`src/rtl/slice_logic_unit.sv`:
```
`default_nettype none
// ============================================================================
// Module   : slice_logic_unit
// Purpose  : Multi-cycle bitwise logic unit (AND / OR / XOR / NOR) for the
//            Booth multiplier datapath and the ALU. Operands are latched once
//            and then processed SLICE bits per clock, least-significant slice
//            first. Valid/ready handshakes on the input and output sides.
// Revision : 1.0 - initial release
// ----------------------------------------------------------------------------
// Parameters
//   WIDTH      operand/result width in bits (multiple of SLICE)
//   SLICE      bits processed per clock, 1 <= SLICE <= WIDTH
// Ports
//   clk        system clock, rising edge
//   rst        synchronous active-high reset
//   in_valid   operands/op presented
//   in_ready   unit can accept operands (IDLE)
//   x, y       operands A and B
//   op         00 AND, 01 OR, 10 XOR, 11 NOR
//   out_valid  result available (DONE)
//   out_ready  consumer accepts result
//   s          result
//   zero       result is all-zero (only when ZERO_FLAG_EN is defined)
// Build option
//   ZERO_FLAG_EN  adds the zero port and its sticky OR accumulator
// ============================================================================
module slice_logic_unit #(
  parameter int WIDTH = 32,
  parameter int SLICE = 8
) (
  input  logic             clk,
  input  logic             rst,
  input  logic             in_valid,
  output logic             in_ready,
  input  logic [WIDTH-1:0] x,
  input  logic [WIDTH-1:0] y,
  input  logic [1:0]       op,
  output logic             out_valid,
  input  logic             out_ready,
  output logic [WIDTH-1:0] s
`ifdef ZERO_FLAG_EN
  ,
  output logic             zero
`endif
);

  // --------------------------------------------------------------------------
  // Derived constants
  // --------------------------------------------------------------------------
  localparam int NSLICE = WIDTH / SLICE;
  // Counter is at least one bit wide so a single-slice build still elaborates.
  localparam int CW     = (NSLICE > 1) ? $clog2(NSLICE) : 1;
  localparam logic [CW-1:0] LAST_IDX = CW'(NSLICE - 1);

  localparam logic [1:0] OP_AND = 2'b00;
  localparam logic [1:0] OP_OR  = 2'b01;
  localparam logic [1:0] OP_XOR = 2'b10;
  localparam logic [1:0] OP_NOR = 2'b11;

  // --------------------------------------------------------------------------
  // Configuration check: a partial trailing slice is not supported.
  // --------------------------------------------------------------------------
  generate
    if ((SLICE < 1) || (SLICE > WIDTH) || ((WIDTH % SLICE) != 0)) begin : g_cfg_error
      $error("slice_logic_unit: WIDTH (%0d) must be a multiple of SLICE (%0d), 1 <= SLICE <= WIDTH",
             WIDTH, SLICE);
    end
  endgenerate

  // --------------------------------------------------------------------------
  // State machine
  // --------------------------------------------------------------------------
  typedef enum logic [1:0] {
    ST_IDLE = 2'd0,
    ST_BUSY = 2'd1,
    ST_DONE = 2'd2
  } state_t;

  state_t state;
  state_t state_next;

  // --------------------------------------------------------------------------
  // Datapath registers
  // --------------------------------------------------------------------------
  logic [WIDTH-1:0] x_q;
  logic [WIDTH-1:0] y_q;
  logic [1:0]       op_q;
  logic [WIDTH-1:0] s_q;
  logic [CW-1:0]    cnt;

  logic [SLICE-1:0] x_sl;
  logic [SLICE-1:0] y_sl;
  logic [SLICE-1:0] slice_res;
  logic             last_slice;

  // Per-slice logic function; NOR is the per-bit complement of OR.
  function automatic logic [SLICE-1:0] slice_op(
    input logic [1:0]       o,
    input logic [SLICE-1:0] a,
    input logic [SLICE-1:0] b
  );
    logic [SLICE-1:0] r;
    case (o)
      OP_AND:  r = a & b;
      OP_OR:   r = a | b;
      OP_XOR:  r = a ^ b;
      OP_NOR:  r = ~(a | b);
      default: r = '0;
    endcase
    return r;
  endfunction

  // Select the current slice of the latched operands.
  always_comb begin
    x_sl = '0;
    y_sl = '0;
    for (int k = 0; k < NSLICE; k++) begin
      if (cnt == CW'(k)) begin
        x_sl = x_q[k*SLICE +: SLICE];
        y_sl = y_q[k*SLICE +: SLICE];
      end
    end
  end

  assign slice_res  = slice_op(op_q, x_sl, y_sl);
  assign last_slice = (cnt == LAST_IDX);

  // --------------------------------------------------------------------------
  // FSM: state register
  // --------------------------------------------------------------------------
  always_ff @(posedge clk) begin
    if (rst) begin
      state <= ST_IDLE;
    end else begin
      state <= state_next;
    end
  end

  // --------------------------------------------------------------------------
  // FSM: next state and handshake outputs
  // --------------------------------------------------------------------------
  always_comb begin
    state_next = state;
    in_ready   = 1'b0;
    out_valid  = 1'b0;
    case (state)
      ST_IDLE: begin
        in_ready = 1'b1;
        if (in_valid) begin
          state_next = ST_BUSY;
        end
      end
      ST_BUSY: begin
        if (last_slice) begin
          state_next = ST_DONE;
        end
      end
      ST_DONE: begin
        out_valid = 1'b1;
        if (out_ready) begin
          state_next = ST_IDLE;
        end
      end
      default: begin
        state_next = ST_IDLE;
      end
    endcase
  end

  // --------------------------------------------------------------------------
  // Datapath: operand capture, slice write-back, slice counter
  // --------------------------------------------------------------------------
  always_ff @(posedge clk) begin
    if (rst) begin
      x_q  <= '0;
      y_q  <= '0;
      op_q <= '0;
      s_q  <= '0;
      cnt  <= '0;
    end else begin
      case (state)
        ST_IDLE: begin
          if (in_valid) begin
            x_q  <= x;
            y_q  <= y;
            op_q <= op;
            s_q  <= '0;
            cnt  <= '0;
          end
        end
        ST_BUSY: begin
          for (int k = 0; k < NSLICE; k++) begin
            if (cnt == CW'(k)) begin
              s_q[k*SLICE +: SLICE] <= slice_res;
            end
          end
          if (last_slice) begin
            cnt <= '0;
          end else begin
            cnt <= cnt + 1'b1;
          end
        end
        default: begin
          // DONE: result held until the next accept
        end
      endcase
    end
  end

  assign s = s_q;

`ifdef ZERO_FLAG_EN
  // --------------------------------------------------------------------------
  // Zero flag: sticky OR of every slice written during BUSY.
  // --------------------------------------------------------------------------
  logic acc_or;

  always_ff @(posedge clk) begin
    if (rst) begin
      acc_or <= 1'b0;
    end else begin
      case (state)
        ST_IDLE: begin
          if (in_valid) begin
            acc_or <= 1'b0;
          end
        end
        ST_BUSY: begin
          acc_or <= acc_or | (|slice_res);
        end
        default: begin
        end
      endcase
    end
  end

  // Only meaningful while the result is presented.
  assign zero = (state == ST_DONE) && !acc_or;
`endif

endmodule
`default_nettype wire

```
`config.mk`:
```
export PLATFORM = sky130hd
export DESIGN_NAME = slice_logic_unit
export DESIGN_NICKNAME = d
export VERILOG_FILES = /design/src/rtl/slice_logic_unit.sv
export SDC_FILE = /design/constraint.sdc
export NUM_CORES = 1
export LEC_CHECK = 0
export CORE_UTILIZATION = 55
export DETAILED_ROUTE_END_ITERATION = 16
export GPL_TIMING_DRIVEN = 0
export PLACE_DENSITY = 0.86
export SYNTH_ARGS = -nofsm -noshare
export SYNTH_HDL_FRONTEND = slang
export SYNTH_SLANG_ARGS = --single-unit
```
`constraint.sdc`:
```
create_clock -name clk -period 4.73 [get_ports clk]
set_input_delay 0.946 -clock clk [delete_from_list [all_inputs] [get_ports clk]]
set_output_delay 0.946 -clock clk [all_outputs]
set_load 0.005 [all_outputs]
```
==> run summary, run 1 <==
Sinks on Clock Net -> 102
Max-slew violation count -> 0
Layout cell share with drive strength beyond 1 -> 5.21%
Worst reg2reg setup slack -> 1670 ps
RR Startpoint -> cnt[0]
Hold Crit Endpoint -> y_q[20]
Clk_skew -> 14.8 ps
RSZ-0062 raised after global routing -> false
Minimum clock period -> 3060 ps
HP Start -> y_q[20]
Maximum vdd drop -> 0.173 mV
Clk Latency, worst-skew pair -> 370 ps
Detailed placer's ending HPWL -> 11.0 mm
Mean routed wirelength per cell -> 16.7 µm
Critical Path RT -> 4950 ps
DR iter-0 viols -> 315
#FFs+latches synth -> 102
Clock buffer depth -> 2
Net count, final -> 816
Pre-antenna DRT Iters -> 5
Final Cycle Share -> 64.6%
Cell variety after synth -> 30
Synth Net Count -> 702
Dpl cell area -> 0.00601 mm²
Pin count of the biggest net entering global routing -> 16
ANT cells -> 0
Area grow syn2layout -> 27.4%
Total power -> 1.73 mW
Commonest non-fill, non-tap cell in the layout -> nand2_1
Initial Util -> 57.8%
Relative slew margins -> 63.0%
Fmax -> 327 MHz
Sequential fraction of the synthesis area -> 42.2%
CP peak stage delay -> 470 ps
Final Hold Viols -> 0
Measured slew at the worst slew-check pin -> 555 ps
Final ANT Viol Nets -> 0
Total CTS buffers -> 9
Commonest non-fill, non-tap cells in the layout -> nand2_1, clkdlybuf4s50_1, dfxtp_1, a21oi_1, inv_1
Setup crit end kind -> flip-flop
Crit path arrival time -> 3280 ps
Setup slack at placement -> 1820 ps
CTS tree -> done
Port Buf Inserts -> 103
Die H -> 95.8 µm
Max FO, Critical Path -> 10
Die area -> 0.00919 mm²
Design area -> 0.00617 mm²
Startpoint Class -> flip-flop
Crit path kind -> flip-flop to flip-flop
CP Cell Sequence -> inv_1, ha_1, clkbuf_1, clkbuf_1, a21oi_1, o21ai_0, a22oi_1, ha_1, and2b_1, nor3_1, o32ai_1
Clk slew on worst S/H paths -> 100 ps
DRC viols -> 0
Reg-to-reg endpoint -> s[17]
Reg area -> 0.00204 mm²
Area of the multi-input gates -> 0.00238 mm²
Mapped Cells -> 612
Status -> completed
Via count -> 4844
Yosys warns -> 0
Post-cts resize count -> 0
Gr ovfl total -> 0
Routability cong. -> 0.942
# H-tree levels -> 3
Initial antenna violation count -> 0
Row Count -> 33
Min-delay worst type -> flip-flop to flip-flop
GRT Total Usage -> 31.9%
Pleak -> 2.22 nW
Cell Area, Synth -> 0.00484 mm²
Total Wirelength -> 13.9 mm
Postcts setup bufs -> 0
Core area -> 0.00838 mm²
TNS Setup -> 0 ps
Die width -> 95.8 µm
Power per cell area -> 280 mW/mm²
Final count of negative-setup-slack endpoints -> 0
Setup slack after layout -> 1670 ps
IO Pins -> 104
Hold Buf Count CTS -> 0
Critical-path top delay cell -> nor3_1
Max Cap Viol -> 0
Hold path depth -> 2
Worst reg-to-reg path cell count -> 11
Via/cell ratio -> 5.81
Vias in the first global route -> 4526
CTS root buf -> clkbuf_8
Global-route wire length before repair -> 22.1 mm
Avg Synthesized Cell Area -> 7.91 µm²
FILL cells -> 669
[routing by layer]
metal | track usage (%) | up-vias | share of wire [%]
li1 | - | 2315 | -
met1 | 39.6 | 2252 | 41
met2 | 55.2 | 245 | 49
met3 | 4.50 | 32 | 6.6
met4 | 13.6 | 0 | 3.2
met5 | 0 | - | 0
[per-stage QoR]
step                      hold slack, ps  utilization, %  instances
after floorplan                      436               -        612
after global placement               444            71.7        820
after detailed placement             449            71.7        820
after CTS                            462            73.6        834
after global routing                 484            73.6        834
final                                462            73.6        834
[worst max path at each step]
stage,start,to,slack [ps]
6_report,cnt[0],s[17],1670
5_1_grt,cnt[0],s[17],1520
4_1_cts,cnt[0],s[27],1800
3_5_place_dp,cnt[0],s[27],1820
3_3_place_gp,cnt[0],s[19],1950
2_1_floorplan,cnt[0],s[11],2510
[sequential cells by signal (all words and copies together), names as in the netlist]
name	cells
x_q	32
s	32
op_q	2
state	2
y_q	32
cnt	2
[synth_stat cells (all sizes together)]
cell    instances  area share, %
o21bai          5            1.1
a32oi           2           0.36
or3b            1           0.18
o32ai          32            5.8
nor2           12           0.93
buf            17            2.6
dfxtp         102             42
nand2         152             12
o21a            8            1.2
o21ai          16            1.7
nand2b          1           0.13
a21oi          99             10
clkbuf         27            2.1
ha             20            5.2
a22o           16            2.9
nor3b           2           0.65
and2b           7            1.1
mux2i           5            1.0
inv            52            4.0
nor3            9            1.0
nand3           1           0.10
nor2b          10            1.3
a22oi          16            2.5
[cells by family (layout without fill, tap and decap cells)]
logic type,Yosys count,in the layout,share of synthesized area (%)
simple gates,195,195,17.2
compound gates,194,194,25.7
flops,102,102,42.2
buf+inv,96,213,8.73
fa+ha+maj,20,20,5.17
mux,5,5,1.03
[worst max-delay path, delay by kind of cell (launching register included)]
family,cells,cell delay (ps)
DFF,1,440
and+or+nand+nor,2,660
adders and majority gates,2,380
AOI/OAI and AO/OA,4,830
buffers and inverters,3,590
[power breakdown]
| group | switching, mW | leakage (nW) | internal [mW] |
|---|---|---|---|
| clock | 0.296 | 0.0735 | 0.200 |
| sequential | 0.0278 | 0.832 | 0.895 |
| combinational | 0.166 | 1.31 | 0.143 |
| total | 0.490 | 2.22 | 1.24 |
[cell type report]
| class | count | area share (%) |
|---|---|---|
| flip-flops and latches | 102 | 33.1 |
| repair buffers | 103 | 16.7 |
| clock inverters | 3 | 0.365 |
| inverters | 52 | 3.16 |
| well taps | 105 | 2.13 |
| plain buffers | 44 | 3.69 |
| multi-input cells | 414 | 38.6 |
| clock buffers | 11 | 2.29 |
Power figures use the tool's default switching activity.
==> inputs of run 2 (changes only) <==
--- a/config.mk
+++ b/config.mk
@@ -5,10 +5,10 @@
 export SDC_FILE = /design/constraint.sdc
 export NUM_CORES = 1
 export LEC_CHECK = 0
-export CORE_UTILIZATION = 55
+export CORE_UTILIZATION = 51
 export DETAILED_ROUTE_END_ITERATION = 16
 export GPL_TIMING_DRIVEN = 0
-export PLACE_DENSITY = 0.86
+export PLACE_DENSITY = 0.8
 export SYNTH_ARGS = -nofsm -noshare
 export SYNTH_HDL_FRONTEND = slang
 export SYNTH_SLANG_ARGS = --single-unit
==> constraint.sdc (replaced) <==
create_clock -name clk -period 3 [get_ports clk]
set_input_delay 0.6 -clock clk [delete_from_list [all_inputs] [get_ports clk]]
set_output_delay 0.6 -clock clk [all_outputs]
set_load 0.005 [all_outputs]
==> run 2 against run 1 <==
- sequential share of layout area is 0.49 points lower
- first-iteration DRC count shrank 25%
- sequential power rose by 57%
- register-to-register slack worse by 1500 ps
- clock skew shrank 3.4 ps
- count of clock-buffer cells in the layout did not move
- non-clock buffer count did not move
- worst hold slack lost 0.78 ps
- clock power is 71% higher
- critical path depth unchanged
- critical endpoint is now s[11]
- maximum frequency rose by 8.0%
==> run summary, run 2 (synthesized netlist as in run 1, its figures left out) <==
Status -> completed
Met1 wire length -> 5.77 mm (unchanged)
Layout cell share with drive strength beyond 1 -> 6.70% (+1.5 points)
Crit path arrival time -> 3120 ps (-160 ps)
Clock buffer depth -> 2 (unchanged)
Total Wirelength -> 13.3 mm (-4.8%)
RR Startpoint -> cnt[1]
Global-route wire length before repair -> 21.7 mm (-1.9%)
IO Pins -> 104 (unchanged)
Core area -> 0.00924 mm² (+10%)
DR iter-0 viols -> 235 (-25%)
Max Used Layer -> met4
Die H -> 99.5 µm (+3.8%)
Initial antenna violation count -> 0 (unchanged)
Via count -> 4712 (-2.7%)
Maximum vdd drop -> 0.210 mV (+21%)
Hold path depth -> 2 (unchanged)
Via/cell ratio -> 5.48 (-5.7%)
Startpoint Class -> flip-flop
Die width -> 99.5 µm (+3.8%)
Final Hold Viols -> 0 (unchanged)
Relative slew margins -> 58.8% (-4.2 points)
Cells after DPL -> 844 (+2.9%)
Fmax -> 353 MHz (+8.0%)
Detailed placer's ending HPWL -> 10.4 mm (-5.1%)
Sinks on Clock Net -> 102 (unchanged)
Final ANT Viol Nets -> 0 (unchanged)
Die area -> 0.00989 mm² (+7.7%)
Gr ovfl total -> 0 (unchanged)
Measured slew at the worst slew-check pin -> 618 ps (+63.4 ps)
Postcts setup bufs -> 0 (unchanged)
Post-route insts no fill -> 860 (+3.1%)
Setup crit end kind -> flip-flop
Final Cycle Share -> 94.3% (+30 points)
Clk slew on worst S/H paths -> 100 ps (about the same)
HP Start -> x_q[15]
Port Buf Inserts -> 103 (unchanged)
DRC viols -> 0 (unchanged)
Min-delay worst type -> flip-flop to flip-flop
Met3 Wirelength -> 646 µm (-30%)
WL met2 -> 6.52 mm (-4.3%)
CTS root buf -> clkbuf_8
Max Cap Viol -> 0 (unchanged)
Initial Util -> 52.4% (-5.4 points)
Clk Latency, worst-skew pair -> 370 ps (about the same)
Area grow syn2layout -> 29.3%
# H-tree levels -> 3 (unchanged)
Worst Hold Slack -> 461 ps (-0.782 ps)
Routability cong. -> 0.885 (-6.0%)
Fin util -> 67.8% (-5.8 points)
Commonest non-fill, non-tap cell in the layout -> nand2_1
FILL cells -> 778 (+16%)
Max-slew violation count -> 0 (unchanged)
Hold Crit Endpoint -> x_q[15]
GRT Total Usage -> 28.0% (-3.9 points)
Pin count of the biggest net entering global routing -> 18 (+2)
Commonest non-fill, non-tap cells in the layout -> nand2_1, clkdlybuf4s50_1, dfxtp_1, a21oi_1, inv_1
Crit path kind -> flip-flop to flip-flop
Power per cell area -> 445 mW/mm² (+59%)
Clk_skew -> 11.4 ps (-3.39 ps)
Pre-antenna DRT Iters -> 7 (+2)
Worst reg-to-reg path cell count -> 11 (unchanged)
Row Count -> 35 (+6.1%)
Critical Path RT -> 3290 ps (-1660 ps)
Pleak -> 2.25 nW (+1.6%)
CTS tree -> done
Mean routed wirelength per cell -> 15.4 µm (-7.7%)
ANT cells -> 0 (unchanged)
Max FO, Critical Path -> 10 (unchanged)
Final count of negative-setup-slack endpoints -> 0 (unchanged)
Reg-to-reg endpoint -> s[11]
Minimum clock period -> 2830 ps (-225 ps)
Worst reg2reg setup slack -> 170 ps (-1500 ps)
Total power -> 2.79 mW (+61%)
Vias in the first global route -> 4505 (-0.46%)
Total CTS buffers -> 9 (unchanged)
Net count, final -> 816 (unchanged)
-- run 2: cell type report --
class | count | area, µm² | area share [%]
Multi-Input combinational cell | 414 | 2410 | 38.5
Sequential cell | 102 | 2040 | 32.6
Timing Repair Buffer | 103 | 1030 | 16.5
Buffer | 44 | 230 | 3.68
Inverter | 52 | 195 | 3.12
Tap cell | 129 | 161 | 2.58
Clock buffer | 11 | 151 | 2.42
Clock inverter | 5 | 42.5 | 0.679
-- run 2: critical path, stage by stage (launching register included) --
cell and delay (ps):
dfxtp_1 400, inv_1 90, ha_1 190, clkbuf_1 200, buf_1 280, a21oi_1 250
o21ai_0 200, a22oi_1 270, ha_1 190, and2b_1 190, o21a_1 230, o32ai_1 270
-- run 2: where the power goes --
group          internal [mW]  total [mW]  switching (mW)
Sequential              1.41        1.45          0.0406
Clock                  0.355       0.848           0.493
Combinational          0.226       0.488           0.261
-- run 2: per-layer routing --
layer,vias up,global-route usage [%]
li1,2315,-
met1,2203,34.4
met2,167,49.6
met3,27,4.01
met4,0,11.1
met5,-,0
-- run 2: worst max path at each step --
stage / start / to / slack (ps) / depth (start not counted)
final: cnt[1] / s[11] / 170 / 11
after global routing: cnt[1] / s[14] / -3 / 11
after CTS: cnt[0] / s[30] / 40 / 11
after detailed placement: cnt[0] / s[30] / 70 / 11
after global placement: cnt[0] / s[6] / 160 / 11
after floorplan: cnt[0] / s[11] / 780 / 11
-- run 2: repair_timing --
item,4_1_cts,5_1_grt
setup endpoints to repair,0,24
hold buffers,0,0
resized for setup,0,11
endpoints found under the hold margin,0,0
-- run 2: metrics by stage --
stage / setup slack (ps) / setup TNS, ps / instance area [µm²]
5_1_grt: -2.54 / -2.54 / 6260
3_3_place_gp: 161 / 0 / 6040
6_report: 170 / 0 / 6260
4_1_cts: 40.5 / 0 / 6230
3_5_place_dp: 66.1 / 0 / 6040
2_1_floorplan: 778 / 0 / 4840
==> RTL edit 1: new RTL, flow settings as in run 1 <==
The parameter `WIDTH` goes from 32 to 64.
--- a/src/rtl/slice_logic_unit.sv
+++ b/src/rtl/slice_logic_unit.sv
@@ -25,7 +25,7 @@
 //   ZERO_FLAG_EN  adds the zero port and its sticky OR accumulator
 // ============================================================================
 module slice_logic_unit #(
-  parameter int WIDTH = 32,
+  parameter int WIDTH = 64,
   parameter int SLICE = 8
 ) (
   input  logic             clk,
Ports: changed (resized s, x and y); port bits go from 104 to 200. No check against the original RTL was run, so the function may have changed too.
==> RTL edit 1 against run 1 <==
Via count rose by 98%; sequential cell count increased by 97; power is 120% higher; wire length rose by 120%; synthesized cell count is 94% higher; combinational power rose by 83%; sequential share of layout area up 0.066 points; area after synthesis up 89%; cell area increased by 95%; worst setup slack got worse by 1.1 ns.
==> RTL edit 1: results <==
group,metric,value,unit
run_status,status,"finished clean",
route,wirelength,30.4,mm
clocking,clk-insertion-delay-late,0.44,ns
synthesis,synthTopCellsByCount,"296 x nand2_1, 223 x a21oi_1, 199 x dfxtp_1",
clocking,htreeDepth,4,
setup_path,worstPathArrival,4.51,ns
synthesis,synth_cell_type_count,42,
clocking,cts.repair.resized,0,
placed_design,place.gp.congestion,0.994,
worst_hold_path,min-delay-path-class,"flop to flop",
synthesis,synth_area_leaders,"dfxtp_1 44%, a21oi_1 12%, nand2_1 12%",
synthesis,synth_fp_nets,1344,
final_layout,layout.nets,1561,
power_and_ir_drop,leakage,4.56,nW
power_and_ir_drop,p_sw_share,27.1,%
power_and_ir_drop,ir_worst_vdd,281,µV
route,drtIter0Drc,1298,
synthesis,synth_seq_area_share,43.6,%
route,num_vias,9591,
clocking,cts_root_buf,"clkbuf_16",
global_route,track_usage,36.3,%
route,dr.pass1.iters,6,
global_route,grt_max_degree,19,
clocking,cts.path.max_buffers,2,
placed_design,pre_cts_ws,0.781,ns
global_route,first_global_vias,8768,
clocking,clk_pin_slew,0.07,ns
sta,fin_skew,0.0101,ns
synthesis,ys_warn_count,0,
final_layout,drive_above_1_share,6.35,%
clocking,numCtsBuffers,17,
global_route,antenna_found_initial,0,
global_route,grt_pass1_wl,46.4,mm
sta,tightest_slew,0.744,ns
placed_design,dp_hpwl,22.6,mm
final_layout,antenna-diode-count,0,
placed_design,portBuffers,198,
synthesis,synth_async_sr_flop_share,0,%
RTL edit 1: cell count changes after synthesis, moves of 24 or more:
cell and delta:
a21o_1 +24, a21oi_1 +124, buf_2 +39, dfxtp_1 +97
nand2_1 +144, nand3_1 +47, nor2_1 +38, o32ai_1 -24
RTL edit 1: worst paths after layout:
path,depth (start not counted),start,end,slack (ns)
worst max-delay path,15,cnt[2]$_SDFFE_PP0P_,s[13]$_SDFFE_PP0P_,0.56
worst min-delay path,2,x_q[60]$_SDFFE_PP0P_,x_q[60]$_SDFFE_PP0P_,0.45
worst max register to register,15,cnt[2]$_SDFFE_PP0P_,s[13]$_SDFFE_PP0P_,0.56
worst min register to register,2,x_q[60]$_SDFFE_PP0P_,x_q[60]$_SDFFE_PP0P_,0.45
RTL edit 1: layout make-up:
type | count | area [µm²]
buffer | 99 | 459
clock buffer | 20 | 467
clock inverter | 12 | 154
fill | 1214 | 4050
inverter | 37 | 139
multi-input combinational | 853 | 4560
sequential | 199 | 3980
tap | 216 | 270
timing repair buffer | 198 | 1980
RTL edit 1: power groups by stage:
stage / registers, W / clock network, W / logic, W
6_report: 0.00180 / 0.00152 / 0.000567
5_1_grt: 0.00180 / 0.00159 / 0.000615
4_1_cts: 0.00179 / 0.00151 / 0.000554
3_5_place_dp: 0.00183 / 0 / 0.000548
3_3_place_gp: 0.00183 / 0 / 0.000536
2_1_floorplan: 0.00181 / 0 / 0.000312
RTL edit 1: through the flow:
| step | utilization, % | instances | cell area (µm²) | power (W) |
|---|---|---|---|---|
| after global placement | 70.9 | 1602 | 11400 | 0.00236 |
| after CTS | 74.8 | 1634 | 12000 | 0.00386 |
| after floorplan | - | 1188 | 9140 | 0.00212 |
| final | 74.8 | 1634 | 12000 | 0.00388 |
| after global routing | 74.8 | 1634 | 12000 | 0.00400 |
| after detailed placement | 70.9 | 1602 | 11400 | 0.00238 |
RTL edit 1: kinds of logic (layout without fill, tap and decap cells):
family	count (synthesis)	in the layout	share of synthesized area, %
buffers and inverters	136	366	6.54
adders and majority gates	22	22	3.01
and+or+nand+nor	477	477	23.2
AOI/OAI and AO/OA	354	354	23.6
DFF	199	199	43.6
RTL edit 1: metal layers:
metal | vias to the layer above | GRT usage [%] | share of wire [%]
li1 | 4481 | - | -
met1 | 4444 | 49.4 | 41
met2 | 582 | 55.2 | 44
met3 | 84 | 7.25 | 11
met4 | 0 | 17.4 | 4.1
met5 | - | 0 | 0
RTL edit 1: worst max-delay path, cell delays in order, from the launching register on:
cell and delay, ns:
dfxtp_1 0.32, buf_6 0.15, clkinv_1 0.15, buf_1 0.42, ha_1 0.25, buf_2 0.28
buf_2 0.27, nor3b_1 0.09, o32ai_1 0.58, a311oi_1 0.23, a21o_1 0.20, ha_1 0.19
nor2b_1 0.14, o21ai_1 0.26, and2_1 0.29, a22o_1 0.21
==> RTL edit 2: new RTL, flow settings as in run 1 <==
Without the edit above. Re-encode `state_t` (3 states) as one-hot, 3 bits wide.
--- a/src/rtl/slice_logic_unit.sv
+++ b/src/rtl/slice_logic_unit.sv
@@ -70,10 +70,10 @@
   // --------------------------------------------------------------------------
   // State machine
   // --------------------------------------------------------------------------
-  typedef enum logic [1:0] {
-    ST_IDLE = 2'd0,
-    ST_BUSY = 2'd1,
-    ST_DONE = 2'd2
+  typedef enum logic [2:0] {
+    ST_IDLE = 3'b001,
+    ST_BUSY = 3'b010,
+    ST_DONE = 3'b100
   } state_t;
 
   state_t state;
Behaviour: no difference found for any inputs over 10 cycles, from zero or initial values and one cycle with rst high; not proved beyond that.
==> RTL edit 2 against run 1 <==
Power increased by 0.42%; wire length decreased by 6.3%; worst setup slack got worse by 0.13 ns; sequential cell count increased by 1; cell area decreased by 2.3%; area after synthesis decreased by 3.4%; sequential share of layout area increased by 1.1 points; first-iteration DRC count decreased by 17%; critical path depth decreased by 1; clock power increased by 7.1%; critical path type unchanged; highest routed layer unchanged.
==> RTL edit 2: results <==
group,metric,value,unit
synthesis,synthTopCellsByCount,"154 x nand2_1, 103 x a21oi_1, 103 x dfxtp_1",
placed_design,place_inst,798,
final_layout,layout.nets,794,
clocking,cts.path.max_buffers,2,
placed_design,portBuffers,103,
route,drtIter0Drc,263,
synthesis,synthFlopType,"dfxtp_1",
setup_path,worstPathArrival,3.41,ns
final_layout,final_cells,814,
power_and_ir_drop,ir_worst_vdd,215,µV
synthesis,synth_async_sr_flop_share,0,%
global_route,track_usage,30.9,%
placed_design,dp_hpwl,9.86,mm
setup_path,path_max_fanout,10,
power_and_ir_drop,leakage,2.25,nW
synthesis,postSynthCellCount,590,
final_layout,drive_above_1_share,5.36,%
global_route,antenna_found_initial,0,
clocking,cts_root_buf,"clkbuf_8",
synthesis,synth_area_leaders,"dfxtp_1 44%, nand2_1 12%, a21oi_1 11%",
route,dr.pass1.iters,5,
global_route,grt_pass1_wl,20.9,mm
synthesis,synth_seq_area_share,44.1,%
synthesis,synth_fp_nets,680,
route,viasPerCell,5.59,
run_status,status,"finished clean",
global_route,first_global_vias,4400,
placed_design,place.gp.congestion,0.870,
sta,fin_skew,0.0114,ns
setup_path,rr_worst_depth,10,
route,post_drt_wl_per_cell,16.1,µm
synthesis,synth_cell_type_count,28,
sta,tightest_slew,0.767,ns
global_route,grt_max_degree,20,
worst_hold_path,min-delay-path-class,"flop to flop",
worst_hold_path,min_path_cells,2,
final_layout,fillers,660,
## RTL edit 2: cell types whose count changed in the layout (fill, tap and decap cells not counted), sizes merged, moves of 8 or more
cell,change
o21a,-8
o32ai,-32
inv,-12
o31ai,+9
a22oi,-8
o2bb2ai,+32
o21ai,+10
a22o,-8
## RTL edit 2: area by class of cell
cell class / instances / share of cell area [%]
plain buffers: 43 / 3.67
clock buffers: 10 / 2.12
clock inverters: 6 / 0.996
inverters: 36 / 2.24
multi-input cells: 408 / 37.5
flip-flops and latches: 103 / 34.2
well taps: 105 / 2.18
repair buffers: 103 / 17.1
## RTL edit 2: cells by family after synthesis
logic type	Yosys count	share of synthesized area [%]
AND/OR/NAND/NOR	201	18.7
AO/OA/AOI/OAI	187	24.2
flip-flops	103	44.1
buffers and inverters	79	7.62
adder cells (fa/ha/maj)	20	5.35
## RTL edit 2: path summary, 6_finish.rpt
kind	slack [ns]	to	start
hold reg to reg	0.46	x_q[16]$_SDFFE_PP0P_	x_q[16]$_SDFFE_PP0P_
setup reg to reg	1.54	s[19]$_SDFFE_PP0P_	cnt[0]$_SDFFE_PP0P_
hold / removal	0.46	x_q[16]$_SDFFE_PP0P_	x_q[16]$_SDFFE_PP0P_
setup / recovery	1.54	s[19]$_SDFFE_PP0P_	cnt[0]$_SDFFE_PP0P_
## RTL edit 2: critical path: stages, from the launching register on
cell,delay [ns]
dfxtp_1,0.45
ha_1,0.19
clkbuf_1,0.32
clkbuf_1,0.49
a21oi_1,0.12
a22oi_1,0.29
inv_1,0.08
ha_1,0.19
nor2b_1,0.12
o31ai_1,0.62
o2bb2ai_1,0.16
## RTL edit 2: power breakdown
part | internal, W | total (W) | switching, W
clock network | 0.000205 | 0.000531 | 0.000326
logic | 0.000126 | 0.000274 | 0.000149
registers | 0.000906 | 0.000930 | 0.0000242
total | 0.00124 | 0.00174 | 0.000499
## RTL edit 2: metrics by stage
| step | instance area, µm² | util [%] | hold slack (ns) | power [W] | worst slack, ns |
|---|---|---|---|---|---|
| after floorplan | 4680 | - | 0.436 | 0.00110 | 2.46 |
| after global placement | 5840 | 71.1 | 0.442 | 0.00121 | 1.86 |
| after detailed placement | 5840 | 71.1 | 0.447 | 0.00122 | 1.74 |
| after CTS | 6030 | 73.4 | 0.463 | 0.00173 | 1.60 |
| after global routing | 6030 | 73.4 | 0.480 | 0.00180 | 1.33 |
| final | 6030 | 73.4 | 0.463 | 0.00174 | 1.54 |
## RTL edit 2: metal layers
metal,up-vias,wire (µm),GRT usage (%)
met5,-,0,0
met4,0,331,12.8
met3,23,650,4.77
met2,174,6530,54.1
met1,2142,5560,37.5
li1,2214,-,-
